File: config.mk
export PLATFORM = sky130hd
export DESIGN_NAME = soma_serial_ctrl
export DESIGN_NICKNAME = d
export VERILOG_FILES = /design/src/rtl/soma_serial_ctrl.sv
export SDC_FILE = /design/constraint.sdc
export NUM_CORES = 1
export LEC_CHECK = 0
export BUFFER_PORTS_ARGS = -buffer_cell sky130_fd_sc_hd__buf_2
export CORE_MARGIN = 2
export CORE_UTILIZATION = 30
export DETAILED_ROUTE_END_ITERATION = 10
export HOLD_SLACK_MARGIN = 0.15
export PLACE_DENSITY = 0.59
export RECOVER_POWER = 100
export SYNTH_ARGS = -nofsm -noshare
export SYNTH_HDL_FRONTEND = slang
export SYNTH_SLANG_ARGS = --single-unit
File: constraint.sdc
create_clock -name Clk -period 6.7 [get_ports Clk]
set_input_delay 0.67 -clock Clk [delete_from_list [all_inputs] [get_ports Clk]]
set_output_delay 0.67 -clock Clk [all_outputs]
set_load 0.005 [all_outputs]
File: src/rtl/soma_serial_ctrl.sv
// Byte-serial wide adder/subtractor: one shared 8-bit ripple adder, one byte per clock, Start/Done handshake.
// Optional macro SOMA_SERIAL_SUB_EN enables subtraction (B inverted, initial carry 1); otherwise Sub is ignored.

module soma8 (
   input  logic [7:0] a,
   input  logic [7:0] b,
   input  logic       ci,
   output logic [7:0] s,
   output logic       co
);
   logic [8:0] c;

   assign c[0] = ci;

   genvar i;
   generate
      for (i = 0; i < 8; i++) begin : g_fa
         assign s[i]   = a[i] ^ b[i] ^ c[i];
         assign c[i+1] = (a[i] & b[i]) | (a[i] & c[i]) | (b[i] & c[i]);
      end
   endgenerate

   assign co = c[8];
endmodule

module soma_serial_ctrl #(
   parameter int BYTES = 4
) (
   input  logic               Clk,
   input  logic               Rst,
   input  logic               Start,
   input  logic               Sub,
   input  logic               Cin,
   input  logic [8*BYTES-1:0] A,
   input  logic [8*BYTES-1:0] B,
   output logic               Busy,
   output logic               Done,
   output logic [8*BYTES-1:0] S,
   output logic               Co,
   output logic               Ovf
);
   localparam int W  = 8 * BYTES;
   localparam int IW = (BYTES > 1) ? $clog2(BYTES) : 1;
   localparam logic [IW-1:0] LAST_IDX = IW'(BYTES - 1);

   localparam logic [1:0] ST_IDLE = 2'd0;
   localparam logic [1:0] ST_RUN  = 2'd1;
   localparam logic [1:0] ST_DONE = 2'd2;

   logic [1:0]    state;
   logic [IW-1:0] idx;
   logic [W-1:0]  a_lat;
   logic [W-1:0]  b_lat;
   logic          carry;

   logic [7:0] a_byte;
   logic [7:0] b_byte;
   logic [7:0] sum_byte;
   logic       sum_co;

   assign a_byte = a_lat[idx*8 +: 8];
   assign b_byte = b_lat[idx*8 +: 8];

   soma8 u_soma8 (
      .a  (a_byte),
      .b  (b_byte),
      .ci (carry),
      .s  (sum_byte),
      .co (sum_co)
   );

   // Operand conditioning at Start: subtraction is A + ~B + 1.
   logic [W-1:0] b_in;
   logic         carry_in;
`ifdef SOMA_SERIAL_SUB_EN
   assign b_in     = Sub ? ~B : B;
   assign carry_in = Sub ? 1'b1 : Cin;
`else
   logic unused_sub;
   assign unused_sub = Sub;
   assign b_in       = B;
   assign carry_in   = Cin;
`endif

   always_ff @(posedge Clk or posedge Rst) begin
      if (Rst) begin
         state <= ST_IDLE;
         idx   <= '0;
         a_lat <= '0;
         b_lat <= '0;
         carry <= 1'b0;
         S     <= '0;
         Co    <= 1'b0;
         Ovf   <= 1'b0;
      end else begin
         case (state)
            ST_IDLE: begin
               if (Start) begin
                  a_lat <= A;
                  b_lat <= b_in;
                  carry <= carry_in;
                  idx   <= '0;
                  state <= ST_RUN;
               end
            end
            ST_RUN: begin
               S[idx*8 +: 8] <= sum_byte;
               carry         <= sum_co;
               if (idx == LAST_IDX) begin
                  // Carry into bit 7 is recovered from the sum bit itself.
                  Co    <= sum_co;
                  Ovf   <= (a_byte[7] ^ b_byte[7] ^ sum_byte[7]) ^ sum_co;
                  idx   <= '0;
                  state <= ST_DONE;
               end else begin
                  idx <= idx + 1'b1;
               end
            end
            ST_DONE: begin
               state <= ST_IDLE;
            end
            default: begin
               state <= ST_IDLE;
            end
         endcase
      end
   end

   assign Busy = (state == ST_RUN) || (state == ST_DONE);
   assign Done = (state == ST_DONE);
endmodule

==> results.py <==
metrics = {
    "layout": {
        "syn2layout_area_growth_pct": 20.3,
        "nFillCells": 1484,
        "final_util_pct": 36.7,
        "nNetsFinal": 528,
        "drive_gt1_share_pct": 42.0,
        "seqCellArea_sq_um": 2580,
        "multi_input_comb_area_sq_um": 1870,
    },
    "run_status": {
        "outcome": "finished with violations",
        "violations": "capacitance limit, slew limit",
    },
    "timing": {
        "tns_ns": 0,
        "rsz0062_at_grt": "false",
        "slew_headroom_pct": -123,
        "fin_crit_sh_pct": 79.7,
        "tightest_slew_ns": 3.35,
        "finalCriticalPeriod_ns": 5.34,
        "hold_viol_final": 0,
        "fin_worst_skew_ns": 0.00649,
        "drv_slew": 171,
        "fmax_mhz": 187,
        "setup_viol_count_final": 0,
    },
    "floorplanning": {
        "start_util_pct": 30.5,
        "core_sq_um": 15100,
        "dieHeight_um": 128,
        "dieArea_sq_um": 16400,
        "die_w_um": 128,
        "row_count": 45,
        "ioPinCount": 105,
    },
    "route": {
        "drc_errors": 0,
        "vias": 3013,
        "drtIter0Drc": 168,
        "wirelength_um": 10500,
        "routedWlPerCell_um": 16.5,
        "firstDrtPassIters": 4,
        "vias_per_cell": 4.75,
        "drtAntennaViolNets": 0,
    },
    "logic_synthesis": {
        "async_flop_share_pct": 100,
        "muxShareOfSynthArea_pct": 24.1,
        "synth_cell_type_count": 26,
        "synth_area_per_cell_sq_um": 13.8,
        "ys.flop_type": "dfrtp_1",
        "synth_top_family_by_area": "multiplexers",
        "netlist_instances": 335,
        "syn-num-nets": 422,
        "synth_xor_xnor_area_share_pct": 0.379,
        "syn-cell-area_sq_um": 4620,
        "synth_fa_ha_area_share_pct": 6.17,
        "yosys_warnings": 0,
        "synth-compound-area-share_pct": 5.61,
        "synth_edf_count": 0,
        "yosys.area_share.simple_pct": 4.68,
        "synth-seq-area-share_pct": 55.8,
        "ys_ff_latch": 103,
    },
    "clock_tree": {
        "clkSinkCount": 103,
        "cts_resized": 0,
        "clk_pin_slew_ns": 0.07,
        "insertion_delay_ns": 0.35,
        "post-cts-setup-buffers": 0,
        "clockBufferDepth": 2,
        "cts.hold.buffers_added": 0,
        "root_buffer": "clkbuf_16",
        "htreeDepth": 3,
        "cts_tree": "yes",
        "numCtsBuffers": 9,
    },
    "worst_setup_path": {
        "critPathArrivalTime_ns": 5.61,
        "cp-start-kind": "register",
        "cp_max_fo": 16,
        "required_ns": 6.97,
        "cp-end-kind": "register",
        "crit_type": "register to register",
    },
    "power": {
        "vdd_ir_drop_max_mv": 0.242,
        "p_per_area_nw_per_um2": 546,
        "finalPower_mw": 3.04,
        "power_leakage_nw": 2.55,
    },
    "grt": {
        "grt_start_max_net_pins": 65,
        "grt_pass1_wl_um": 16700,
        "track_usage_pct": 13.5,
        "overflow": 0,
        "grt_pass1_vias": 3133,
        "antenna_found_initial": 2,
    },
    "hold_path": {
        "holdCritPathClass": "register to register",
    },
    "placed_design": {
        "place_congestion": 0.748,
        "dp_hpwl_um": 7790,
        "io_buffers": 103,
    },
    "run": {
        "maxCapViolations": 3,
    },
}
[registers in the layout (all words and copies together) (netlist names)]
register  cells
state         2
S            32
idx           2
carry         1
Co            1
Ovf           1
a_lat        32
b_lat        32
[stage by stage]
step	hold slack [ns]	setup WS (ns)	cell area, sq um	cells
after floorplan	0.472	2.09	4620	335
after global placement	0.457	1.71	5350	618
after detailed placement	0.465	1.65	5350	618
after CTS	0.445	1.64	5610	633
after global routing	0.506	1.03	5550	633
final	0.474	1.36	5560	634
[routing by layer]
| layer | routed length [um] | global-route usage (%) | vias up |
|---|---|---|---|
| li1 | - | - | 1378 |
| met3 | 679 | 4.34 | 15 |
| met4 | 129 | 4.27 | 2 |
| met5 | 13 | 0 | - |
| met1 | 4560 | 17.3 | 1530 |
| met2 | 5080 | 22.1 | 88 |
[kinds of logic (layout without fill, tap and decap cells)]
family | after synthesis | after routing
multiplexers | 83 | 83
adder cells (fa/ha/maj) | 18 | 18
buffers and inverters | 35 | 145
other | 0 | 1
AO/OA/AOI/OAI | 44 | 44
flip-flops | 103 | 103
AND/OR/NAND/NOR | 50 | 50
XOR/XNOR | 2 | 2
[where the power goes]
part           internal [mW]  leakage, nW  total [mW]  switching [mW]
combinational          0.724         1.14        1.48           0.755
clock                  0.262        0.130       0.489           0.226
sequential             0.900         1.28        1.07           0.169
[path summary, 6_finish.rpt]
| check | startpoint | endpoint | slack, ns | cells past startpoint |
|---|---|---|---|---|
| setup / recovery | idx[0] | Ovf | 1.36 | 14 |
| hold / removal | S[11] | S[11] | 0.47 | 2 |
| setup reg to reg | idx[0] | Ovf | 1.36 | 14 |
| hold reg to reg | S[11] | S[11] | 0.47 | 2 |
| max in group asynchronous | Rst | a_lat[1] | 2.46 | 3 |
| min in group asynchronous | Rst | S[11] | 0.96 | 2 |
[synth_stat cells, types with 4 or more instances]
master   count  area [sq um]
ha_1        10           125
mux2_2      66           743
o21ai_0     28           140
nand2_1     39           146
fa_1         8           160
dfrtp_1    103          2580
buf_2       10          50.1
mux4_2      16           360
a21oi_1      4          20.0
inv_1       22          82.6
o21ai_2      8          70.1
[cell type report]
class | count | area share [%]
multi-input cells | 197 | 33.6
clock buffers | 13 | 4.50
inverters | 22 | 1.51
flip-flops and latches | 103 | 46.4
clock inverters | 2 | 0.315
well taps | 188 | 4.23
repair buffers | 108 | 9.39
diodes | 1 | 0.0450
[critical path: stages, from the launching register on]
cell,delay [ns]
dfrtp_1,0.82
clkbuf_1,0.60
mux4_2,0.37
inv_1,0.08
fa_1,0.43
fa_1,0.39
fa_1,0.41
fa_1,0.39
fa_1,0.40
fa_1,0.38
inv_1,0.08
fa_1,0.44
xor2_1,0.19
xnor2_1,0.12
o21ai_0,0.16
[cell usage in the layout (no fill, tap or decap)]
cell type   count
clkinv_4        2
nand2_1        38
dfrtp_1       103
mux4_2         16
xor2_1          1
o21ai_0        35
nand2_2         2
nand4_1         2
clkbuf_8        1
a32oi_1         1
a21oi_1         4
clkbuf_16       9
ha_1           10
nor2_1          2
diode_2         1
clkinvlp_2      1
inv_1          21
o21ai_2         1
buf_4           2
nand2b_1        2
buf_2          87
mux2_2         66
mux2i_1         1
nand4b_1        1
fa_1            8
o31ai_1         1
xnor2_1         1
or4b_1          1
clkbuf_1       22
o22ai_1         2
nor2b_1         2
Note: power is estimated with default switching activity, not from simulation.
